## src/rtl/fifo_queue_occupancy.sv

```systemverilog
`default_nettype none
// ============================================================================
// Module   : fifo_queue_occupancy
// Brief    : FWFT queue, arbitrary depth, occupancy count, almost flags, flush
// Revision : 1.0
// ============================================================================
module fifo_queue_occupancy #(
  parameter int QUEUE_SIZE                 = 8,
  parameter int QUEUE_PTR_WIDTH_IN_BITS    = 3,
  parameter int SINGLE_ENTRY_WIDTH_IN_BITS = 32,
  parameter int ALMOST_FULL_THRESHOLD      = 6,
  parameter int ALMOST_EMPTY_THRESHOLD     = 2,
  parameter     STORAGE_TYPE               = "LUTRAM"
) (
  input  logic                                  clk_in,
  input  logic                                  reset_in,
  input  logic                                  flush_in,
  input  logic [SINGLE_ENTRY_WIDTH_IN_BITS-1:0] request_in,
  input  logic                                  request_valid_in,
  output logic                                  issue_ack_out,
  output logic [SINGLE_ENTRY_WIDTH_IN_BITS-1:0] request_out,
  output logic                                  request_valid_out,
  input  logic                                  issue_ack_in,
  output logic                                  is_empty_out,
  output logic                                  is_full_out,
  output logic                                  almost_full_out,
  output logic                                  almost_empty_out,
  output logic [QUEUE_PTR_WIDTH_IN_BITS:0]      occupancy_out
);

  localparam int c_cnt_w = QUEUE_PTR_WIDTH_IN_BITS + 1;
  localparam logic [QUEUE_PTR_WIDTH_IN_BITS-1:0] c_last_idx   = QUEUE_PTR_WIDTH_IN_BITS'(QUEUE_SIZE - 1);
  localparam logic [QUEUE_PTR_WIDTH_IN_BITS-1:0] c_ptr_one    = QUEUE_PTR_WIDTH_IN_BITS'(1);
  localparam logic [QUEUE_PTR_WIDTH_IN_BITS:0]   c_full_count = c_cnt_w'(QUEUE_SIZE);
  localparam logic [QUEUE_PTR_WIDTH_IN_BITS:0]   c_af_count   = c_cnt_w'(ALMOST_FULL_THRESHOLD);
  localparam logic [QUEUE_PTR_WIDTH_IN_BITS:0]   c_ae_count   = c_cnt_w'(ALMOST_EMPTY_THRESHOLD);
  localparam logic [QUEUE_PTR_WIDTH_IN_BITS:0]   c_count_one  = c_cnt_w'(1);

  logic [QUEUE_PTR_WIDTH_IN_BITS-1:0]    r_wr_ptr;
  logic [QUEUE_PTR_WIDTH_IN_BITS-1:0]    r_rd_ptr;
  logic [QUEUE_PTR_WIDTH_IN_BITS:0]      r_count;
  logic [QUEUE_PTR_WIDTH_IN_BITS-1:0]    w_wr_ptr_next;
  logic [QUEUE_PTR_WIDTH_IN_BITS-1:0]    w_rd_ptr_next;
  logic [SINGLE_ENTRY_WIDTH_IN_BITS-1:0] w_head;
  logic                                  w_push;
  logic                                  w_pop;
  logic                                  w_wr_en;

  assign is_empty_out      = (r_count == '0);
  assign is_full_out       = (r_count == c_full_count);
  assign almost_full_out   = (r_count >= c_af_count);
  assign almost_empty_out  = (r_count <= c_ae_count);
  assign occupancy_out     = r_count;
  assign request_valid_out = ~is_empty_out;
  assign request_out       = request_valid_out ? w_head : '0;

  // Ack is a pure function of state and producer/flush inputs; the consumer
  // side never frees a slot in time for a same-cycle push.
  assign w_push        = request_valid_in & ~is_full_out & ~flush_in;
  assign issue_ack_out = w_push;
  assign w_pop         = issue_ack_in & request_valid_out & ~flush_in;
  assign w_wr_en       = w_push & ~reset_in;

  // Depth need not be a power of two, so wrap on an explicit compare.
  assign w_wr_ptr_next = (r_wr_ptr == c_last_idx) ? '0 : r_wr_ptr + c_ptr_one;
  assign w_rd_ptr_next = (r_rd_ptr == c_last_idx) ? '0 : r_rd_ptr + c_ptr_one;

  always_ff @(posedge clk_in) begin
    if (reset_in || flush_in) begin
      r_wr_ptr <= '0;
      r_rd_ptr <= '0;
      r_count  <= '0;
    end else begin
      if (w_push) r_wr_ptr <= w_wr_ptr_next;
      if (w_pop)  r_rd_ptr <= w_rd_ptr_next;
      if (w_push && !w_pop)      r_count <= r_count + c_count_one;
      else if (w_pop && !w_push) r_count <= r_count - c_count_one;
    end
  end

  generate
    if (STORAGE_TYPE == "FLOPS") begin : g_flops_storage
      (* ram_style = "registers" *)
      logic [SINGLE_ENTRY_WIDTH_IN_BITS-1:0] r_mem [QUEUE_SIZE];
      always_ff @(posedge clk_in) begin
        if (w_wr_en) r_mem[r_wr_ptr] <= request_in;
      end
      assign w_head = r_mem[r_rd_ptr];
    end else begin : g_lutram_storage
      (* ram_style = "distributed" *)
      logic [SINGLE_ENTRY_WIDTH_IN_BITS-1:0] r_mem [QUEUE_SIZE];
      always_ff @(posedge clk_in) begin
        if (w_wr_en) r_mem[r_wr_ptr] <= request_in;
      end
      assign w_head = r_mem[r_rd_ptr];
    end
  endgenerate

endmodule
`default_nettype wire
```

## config.mk

```make
export PLATFORM = sky130hd
export DESIGN_NAME = fifo_queue_occupancy
export DESIGN_NICKNAME = d
export VERILOG_FILES = /design/src/rtl/fifo_queue_occupancy.sv
export SDC_FILE = /design/constraint.sdc
export NUM_CORES = 1
export LEC_CHECK = 0
export BUFFER_PORTS_ARGS = -buffer_cell sky130_fd_sc_hd__buf_2
export CAP_MARGIN = 25
export CORE_ASPECT_RATIO = 1.75
export CORE_MARGIN = 2
export CORE_UTILIZATION = 39
export DETAILED_ROUTE_END_ITERATION = 16
export SLEW_MARGIN = 40
export SYNTH_ARGS = -nofsm -noshare
export SYNTH_HDL_FRONTEND = slang
export SYNTH_SLANG_ARGS = --single-unit
```

## constraint.sdc

```tcl
create_clock -name clk_in -period 4.13 [get_ports clk_in]
set_input_delay 0.413 -clock clk_in [delete_from_list [all_inputs] [get_ports clk_in]]
set_output_delay 0.413 -clock clk_in [all_outputs]
set_load 0.02 [all_outputs]
```

**Yosys cells after proc, flatten, opt, wreduce, memory -nomap -nowiden**

Memories as Yosys holds them, arrays and structs flattened. A register that Yosys moved wholly into a read port is not among the register bits.
Index checks and enable logic that the tools add are counted.

- Output and inout bits: 42
- Bits in registers: 10
- Memory bits (writable): 256
- Word-level logic and storage cells: 38
- Input port bits: 37
- Memories kept: 1

Memories:

| name | depth | bits a word | read ports | clocked after memory_dff | write ports | RTL line | text |
|---|---|---|---|---|---|---|---|
| g_lutram_storage.r_mem | 8 | 32 | 1 | 1 | 1 | 91 | `logic [SINGLE_ENTRY_WIDTH_IN_BITS-1:0] r_mem [QUEUE_SIZE];` |

- Equal/unequal tests: 3
- $lt $le $gt $ge: 2
- Mux-type cells: 9
- Bitwise operators: 9
- $add $sub $neg: 4
- Reductions and logical operators: 7

Operators by type and width:

| cell | number |
|---|---|
| 32-bit two-way mux | 1 |
| 3-bit two-way mux | 4 |
| 4-bit two-way mux | 2 |
| 3-bit by 1-bit adder with 3-bit output, second input constant | 2 |
| 3-bit equality test, second input constant | 2 |
| 1-bit bitwise AND | 5 |
| 4-bit by 1-bit adder with 4-bit output, second input constant | 1 |
| 4-bit equality test, second input constant | 1 |
| 4-bit by 3-bit greater-or-equal comparator with 1-bit output, second input constant | 1 |
| 4-bit by 2-bit less-or-equal comparator with 1-bit output, second input constant | 1 |
| 4-bit zero test | 1 |
| 1-bit NOT | 4 |
| 4-bit by 1-bit subtractor with 4-bit output, second input constant | 1 |
| 1-bit logical AND | 2 |
| 1-bit zero test | 2 |
| 1-bit two-way mux | 2 |
| 2-bit nonzero test | 1 |
| 1-bit logical OR | 1 |

**Longest topological paths before layout**

Gate-level depths: netlist of the first run.

- Depth after elaboration: 8
- Gate-level depth with buffers: 10
- Gate-level depth less buffers: 10

**Worst setup path before layout of the first run**

No wires, ideal clock.

- Path kind: register to register
- Start: reg r_count[1] (netlist: occupancy_out[1])
- End: mem g_lutram_storage.r_mem[2][0], enable pin
- Data arrival time: 3.237 ns
- Setup time: 0.461 ns
- Buffers on the path: 0
- Cell stages (with the launch flop): 4
- Clock period less this slack: 3.698 ns
- Path slack: 0.432 ns
- Data required time: 3.669 ns
- Cells stage by stage: dfxtp_1 nor4b_2 nand4b_1 nor3_1

- Cells in the longest elaborated chain, start to end: 7

RTL lines:

| item | RTL line | text |
|---|---|---|
| from (decl) | 41 | `logic [QUEUE_PTR_WIDTH_IN_BITS:0] r_count;` |
| from (signal assigned) | 76 | `if (w_push && !w_pop) r_count <= r_count + c_count_one;` |
| from (signal assigned) | 77 | `else if (w_pop && !w_push) r_count <= r_count - c_count_one;` |
| 4-bit equality test | 50 | `assign is_full_out = (r_count == c_full_count);` |
| net is_full_out | 25 | `output logic is_full_out,` |
| 1-bit NOT | 59 | `assign w_push = request_valid_in & ~is_full_out & ~flush_in;` |
| 1-bit bitwise AND (2 in a row) | 59 |  |
| 1-bit bitwise AND | 62 | `assign w_wr_en = w_push & ~reset_in;` |
| 1-bit two-way mux | 93 | `if (w_wr_en) r_mem[r_wr_ptr] <= request_in;` |
| 1-bit two-way mux (implied by the code) | 93 |  |
| to (decl) | 91 |  |

The timed path passes the listed nets, and every way through them passes these cells.

==> results of run 1 <==
==> cell type report <==
cell class                      count  area (um2)
Sequential cell                   269        7960
Inverter                            2        7.51
Timing Repair Buffer               91         492
Multi-Input combinational cell    190        2390
Fill cell                        2247       14500
Clock inverter                      7         115
Tap cell                          324         405
Clock buffer                       32         639
==> sequential cells by signal, summed over array words and instances (netlist names), named ones only <==
| name | flops |
|---|---|
| occupancy_out | 4 |
| r_wr_ptr | 3 |
| r_rd_ptr | 3 |
| g_lutram_storage.r_mem | 256 |
==> path summary, 6_finish.rpt <==
| path | start | to | slack (ns) | depth (start not counted) |
|---|---|---|---|---|
| max | flip-flop | request_out[31] | 0.96 | 5 |
| min | request_in[11] | g_lutram_storage.r_mem[3][11] | 0.17 | 1 |
| max reg2reg | occupancy_out[0] | occupancy_out[3] | 1.42 | 10 |
| min reg2reg | r_rd_ptr[1] | flip-flop | 0.47 | 2 |
==> stage by stage <==
step / cell area [um2] / hold WS (ns) / power, mW
6_report: 12000 / 0.169 / 5.53
5_1_grt: 12000 / 0.160 / 5.71
4_1_cts: 12000 / 0.148 / 5.59
3_5_place_dp: 11300 / 0.461 / 3.40
3_3_place_gp: 11200 / 0.455 / 3.39
2_1_floorplan: 10500 / 0.450 / 3.27
==> cell families after synthesis <==
logic type	Yosys count	share of synthesized area
AOI/OAI and AO/OA	11	0.00727
xor gates and xnor gates	2	0.00167
adders and majority gates	8	0.0103
buffers and inverters	25	0.0198
DFF	269	0.757
muxes	99	0.171
and+or+nand+nor	70	0.0326
==> cell usage after synthesis (all sizes together) <==
| cell | instances |
|---|---|
| fa | 1 |
| mux2i | 35 |
| a21o | 1 |
| a21oi | 5 |
| nand3 | 2 |
| o221a | 1 |
| xor2 | 1 |
| nor3 | 2 |
| buf | 19 |
| a211oi | 2 |
| a31o | 1 |
| nand2 | 5 |
| a211o | 1 |
| inv | 2 |
| or3 | 3 |
| mux4 | 64 |
| nand4b | 2 |
| clkbuf | 4 |
| nand2b | 3 |
| dfxtp | 13 |
| and2 | 1 |
| nor4b | 1 |
| ha | 7 |
| nor2 | 47 |
| or2 | 2 |
| edfxtp | 256 |
| xnor2 | 1 |
| or4 | 1 |
| nor2b | 1 |
==> power by group through the flow <==
| stage | Combinational [mW] | Sequential, mW | Clock (mW) |
|---|---|---|---|
| after CTS | 0.321 | 3.02 | 2.25 |
| after global placement | 0.312 | 3.08 | 0 |
| after detailed placement | 0.320 | 3.08 | 0 |
| after global routing | 0.339 | 3.02 | 2.35 |
| final | 0.312 | 3.02 | 2.20 |
| after floorplan | 0.202 | 3.07 | 0 |
==> layer usage <==
metal	up-vias	GRT usage	share of wire
li1	2161	-	-
met1	2581	0.169	0.36
met2	89	0.297	0.58
met3	31	0.0210	0.037
met4	2	0.0503	0.022
met5	-	0	0.00033
==> worst reg2reg max path, stage by stage (launching register included) <==
cell and delay (ns):
dfxtp_1 0.40, or4_4 0.63, nand2_4 0.12, or2_2 0.12, ha_1 0.17, inv_1 0.10, ha_1 0.34, nand3_1 0.12
a211o_1 0.31, a211oi_1 0.21, a31o_2 0.13
==> results.rst, run 1 <==
.. list-table::
   :header-rows: 1

   * - Metric
     - Value
   * - Result of the run
     - complete, no violations
   * - Global-route congestion overflow total
     - 0
   * - Post-route setup TNS
     - 0 ns
   * - Yosys reg bits
     - about 270
   * - DR WL/cell
     - 22.9 um
   * - Peak ir drop on the vdd network
     - 0.000224 V
   * - Startpoint Class
     - flip-flop
   * - Num CTS Buffers
     - 23
   * - TritonCTS clock tree
     - done
   * - Cell taking the most area after synthesis
     - edfxtp_1
   * - Worst-case setup slack after placement
     - around 1.3 ns
   * - P_int
     - 4.38 mW
   * - Synth top area cells
     - edfxtp_1 (73%), mux4_2 (14%), mux2i_1 (3.3%)
   * - Detailed Route Iter0 Violations
     - approximately 450
   * - Final layout net count
     - 622
   * - Via count of the first global-routing pass
     - 5595
   * - Drt drc
     - 0
   * - Post-Synthesis Cells
     - 484
   * - Synth Warn #
     - 0
   * - Class of the tightest hold or removal check
     - in -> reg
   * - Total Routing Usage GR
     - 0.153
   * - Largest stage delay, worst path
     - ~0.78 ns
   * - Chain of cells forming the critical path
     - buf_4 -> mux4_1 -> mux2i_1 -> nor2_1 -> buf_2
   * - Critical path data required time
     - 3.72 ns
   * - Maximum clock frequency
     - 0.316 GHz
   * - Final Max Slew Viols
     - 0
   * - Maximum Capacitance Violations
     - 0
   * - Final Hold Vio Count
     - 0
   * - Clock root buffer
     - clkbuf_16
   * - Buffer depth of the longest clock path
     - 3
   * - Endpoint kind of the worst setup timing path
     - primary output
   * - Pin count of the biggest net entering global routing
     - 65
   * - IO Pins
     - 79
   * - Iteration count of the initial detailed-routing pass
     - 6
   * - Number of distinct library cells after synthesis
     - 40
   * - Ratio of cells with drive above 1 in the final layout
     - 0.345
   * - Tmin final
     - 3.17 ns
   * - Detailed Route WL
     - 21.0 mm
   * - Worst path top cell family by delay
     - multiplexers
   * - Ant diodes
     - 0
   * - Commonest cells after routing, fill and taps aside
     - edfxtp_1 (256), buf_2 (78), mux4_2 (63)
   * - Clock transition at the register clock pins on the worst setup and hold paths after CTS
     - 0.06 ns
   * - Utilization after layout
     - 0.453
   * - Net switching fraction of the power
     - 0.208
   * - Fraction of power consumed by the clock network
     - 0.398
   * - Remaining antenna violation count
     - 0
   * - Via count normalized by instance count
     - approximately 5.3
   * - Path type of the worst setup path
     - reg -> out
   * - Clock Latency Late Sink
     - 0.52 ns
   * - Layout Area Growth over Synthesis
     - 14.5%
   * - Worst path buffer plus inverter count
     - 2
   * - Relative slew slack
     - 0.469
   * - Combinational cell fraction of total power
     - 0.056
   * - Highest net fanout along the worst path
     - 33
   * - Number of hold buffers added after CTS
     - 0
   * - Clock tree sinks
     - roughly 270
   * - Skew final
     - ~0.0083 ns
   * - Avg Synthesized Cell Area
     - 21.7 um2
   * - Port Buf Inserts
     - 78
   * - Full die area
     - 28300 um2
   * - Slowest cell on crit path
     - dfxtp_4
   * - Period Utilization, post-route
     - 0.767
   * - Part of the total power dissipated in sequential elements
     - 0.546
   * - Antenna violations before repair
     - 1
   * - Global-route wire length before repair
     - 32.7 mm
   * - Die Wd
     - 128 um
   * - Num rows
     - a little under 80
   * - Synthesized Nets
     - 529
   * - Number of instances in the placed design
     - a little under 900
   * - Starting Density
     - 0.396
   * - Total via count after detailed routing
     - between 4000 and 5000
   * - Resize count post-CTS
     - 0
   * - Total half-perimeter wirelength after legalization and detailed placement
     - 12.8 mm
   * - Final RePlAce weighted congestion
     - 0.733
   * - Data arrival time at the worst-slack endpoint
     - around 2.8 ns
   * - Sequential cell area fraction in the yosys report
     - 0.757
   * - Post-route setup slack
     - 0.963 ns
   * - Power per unit of standard cell area
     - 460 nW/um2
   * - Static leakage
     - 3.85 nW
   * - Maximum level of the CTS H-tree
     - 1
   * - Commonest non-fill, non-tap cell in the layout
     - edfxtp_1
   * - Post-synth top area share
     - 0.733
   * - Unrepaired setup endpoints after global routing
     - false
   * - Final setup violation count
     - 0
   * - Post-route insts no fill
     - 915
   * - Cell area after technology mapping
     - 10500 um2
   * - Floorplan core area
     - 26500 um2
   * - NetSw
     - 1.15 mW
   * - Actual transition at the worst max-transition pin
     - approximately 0.79 ns
   * - Die Y
     - between 200 and 250 um
   * - Number of buffers inserted to repair setup after CTS
     - 0
No activity file was read; power rests on OpenSTA's default activity.
==> inputs of run 2 (changes only) <==
==> constraint.sdc (replaced) <==
create_clock -name clk_in -period 2.9 [get_ports clk_in]
set_input_delay 0.29 -clock clk_in [delete_from_list [all_inputs] [get_ports clk_in]]
set_output_delay 0.29 -clock clk_in [all_outputs]
set_load 0.02 [all_outputs]
==> results.rst, run 2 (synthesis gave the netlist of run 1 again) <==
.. list-table::
   :header-rows: 1

   * - Metric
     - Value
   * - Result of the run
     - complete, no violations
   * - Detailed Route WL
     - 21.4 mm (+2.0%)
   * - Num CTS Buffers
     - 24 (+4.3%)
   * - Skew final
     - 0.0116 ns (+0.00336 ns)
   * - Post-route setup TNS
     - 0 ns (unchanged)
   * - Chain of cells forming the critical path
     - or4_4 -> inv_2 -> buf_12 -> nor2_1 -> buf_2
   * - Tmin final
     - between 2 and 3 ns
   * - Pin count of the biggest net entering global routing
     - 65 (unchanged)
   * - Die Wd
     - 128 um (unchanged)
   * - Iteration count of the initial detailed-routing pass
     - 4 (-2)
   * - Worst path top cell family by delay
     - buffers and inverters
   * - Maximum Capacitance Violations
     - 0 (unchanged)
   * - Critical path data required time
     - 2.61 ns (-1.11 ns)
   * - Global-route congestion overflow total
     - 0 (unchanged)
   * - Highest net fanout along the worst path
     - 17 (-48%)
   * - Ant diodes
     - 0 (unchanged)
   * - Class of the tightest hold or removal check
     - in -> reg
   * - Ratio of cells with drive above 1 in the final layout
     - 0.352 (+0.00640)
   * - Final Max Slew Viols
     - 0 (unchanged)
   * - Final setup violation count
     - 0 (unchanged)
   * - DR WL/cell
     - 23.1 um (+0.66%)
   * - Clock transition at the register clock pins on the worst setup and hold paths after CTS
     - 0.07 ns (about the same)
   * - IO Pins
     - 79 (unchanged)
   * - Via count normalized by instance count
     - 5.31 (about the same)
   * - Clock tree sinks
     - 269 (unchanged)
   * - Data arrival time at the worst-slack endpoint
     - 2.47 ns (-0.28 ns)
   * - Drt drc
     - 0 (unchanged)
   * - Total Routing Usage GR
     - 0.157 (+0.00316)
   * - Maximum clock frequency
     - around 0.36 GHz
   * - TritonCTS clock tree
     - done
   * - Buffer depth of the longest clock path
     - 3 (unchanged)
   * - Detailed Route Iter0 Violations
     - 375 (-16%)
   * - Actual transition at the worst max-transition pin
     - 0.480 ns (-0.315 ns)
   * - Via count of the first global-routing pass
     - 5432 (-2.9%)
   * - Worst path buffer plus inverter count
     - 3 (+1)
   * - Post-route setup slack
     - 0.144 ns (-0.818 ns)
   * - Commonest non-fill, non-tap cell in the layout
     - edfxtp_1
   * - Period Utilization, post-route
     - 0.950
   * - Path type of the worst setup path
     - reg -> out
   * - Endpoint kind of the worst setup timing path
     - primary output
   * - Commonest cells after routing, fill and taps aside
     - edfxtp_1 (256), buf_2 (78), mux4_2 (63)
   * - Full die area
     - 28300 um2 (unchanged)
   * - Floorplan core area
     - 26500 um2 (unchanged)
   * - Port Buf Inserts
     - 78 (unchanged)
   * - Total via count after detailed routing
     - 4927 (+1.3%)
   * - Final Hold Vio Count
     - 0 (unchanged)
   * - Starting Density
     - 0.396 (unchanged)
   * - Die Y
     - 221 um (unchanged)
   * - Peak ir drop on the vdd network
     - 0.000333 V (+49%)
   * - Number of buffers inserted to repair setup after CTS
     - 0 (unchanged)
   * - Relative slew slack
     - 0.680 (+0.211)
   * - Maximum level of the CTS H-tree
     - 1 (unchanged)
   * - Global-route wire length before repair
     - 32.8 mm (+0.47%)
   * - Num rows
     - 79 (unchanged)
   * - Final RePlAce weighted congestion
     - 0.749 (+2.2%)
   * - Power per unit of standard cell area
     - 662 nW/um2 (+44%)
   * - Unrepaired setup endpoints after global routing
     - false
   * - Register with the most flip-flops
     - g_lutram_storage.r_mem
   * - Startpoint Class
     - flip-flop
   * - Antenna violations before repair
     - 3 (+2)
   * - Resize count post-CTS
     - 0 (unchanged)
   * - Largest stage delay, worst path
     - 0.63 ns (-0.15 ns)
   * - Layout Area Growth over Synthesis
     - 16.5%
   * - Slowest cell on crit path
     - or4_4
   * - Max reg flops
     - 256 (unchanged)
   * - Total half-perimeter wirelength after legalization and detailed placement
     - 12.6 mm (-2.0%)
   * - Clock Latency Late Sink
     - 0.53 ns (about the same)
   * - Worst-case setup slack after placement
     - 0.254 ns (-1.08 ns)
   * - Remaining antenna violation count
     - 0 (unchanged)
   * - Number of hold buffers added after CTS
     - 0 (unchanged)
   * - Clock root buffer
     - clkbuf_16
   * - Static leakage
     - 3.94 nW (+2.3%)
   * - Final layout net count
     - 631 (+1.4%)
## run 2: cell types whose count changed in the layout (fill, tap and decap cells not counted)
cell / previous run / this run
inv_8: 1 / 0
buf_4: 12 / 15
dfxtp_2: 1 / 2
buf_6: 1 / 0
clkinv_8: 0 / 1
clkbuf_8: 3 / 2
clkbuf_16: 23 / 25
bufinv_16: 3 / 4
clkinv_2: 2 / 0
buf_12: 0 / 6
clkinv_1: 1 / 5
dfxtp_4: 2 / 1
nor3_4: 1 / 2
nor3_2: 1 / 0
## run 2: through the flow
stage | power, mW | utilization | std cells | hold WS [ns] | instance area, um2
after global routing | 8.35 | 0.461 | 927 | 0.0287 | 12200
after floorplan | 4.66 | - | 484 | 0.389 | 10500
after detailed placement | 4.86 | 0.430 | 884 | 0.483 | 11400
after CTS | 8.18 | 0.461 | 927 | 0.00883 | 12200
after global placement | 4.84 | 0.430 | 884 | 0.488 | 11400
final | 8.09 | 0.461 | 927 | 0.0303 | 12200
## run 2: final timing paths
check                           slack (ns)              from                            to  cells past startpoint
worst max-delay path                  0.14  occupancy_out[0]                request_out[0]                      5
worst max register to register        0.22  occupancy_out[0]              occupancy_out[3]                     10
worst min-delay path                  0.03     request_in[1]  g_lutram_storage.r_mem[2][1]                      1
worst min register to register        0.49       r_rd_ptr[1]                     flip-flop                      2
## run 2: final cells by class
| cell class | instances | area [um2] |
|---|---|---|
| Clock buffer | 33 | 676 |
| Clock inverter | 10 | 155 |
| Fill cell | 2238 | 14300 |
| Inverter | 2 | 7.51 |
| Multi-Input combinational cell | 190 | 2400 |
| Sequential cell | 269 | 7950 |
| Tap cell | 324 | 405 |
| Timing Repair Buffer | 99 | 623 |
## run 2: metal layers
layer | track usage | wire, um
met1 | 0.179 | 8050
met2 | 0.295 | 12100
met3 | 0.0239 | 800
met4 | 0.0507 | 470
met5 | 0 | 13
## run 2: where the power goes
group / internal [mW] / switching (mW) / total, mW
Clock: 1.99 / 1.34 / 3.33
Combinational: 0.175 / 0.291 / 0.466
Sequential: 4.27 / 0.0215 / 4.30
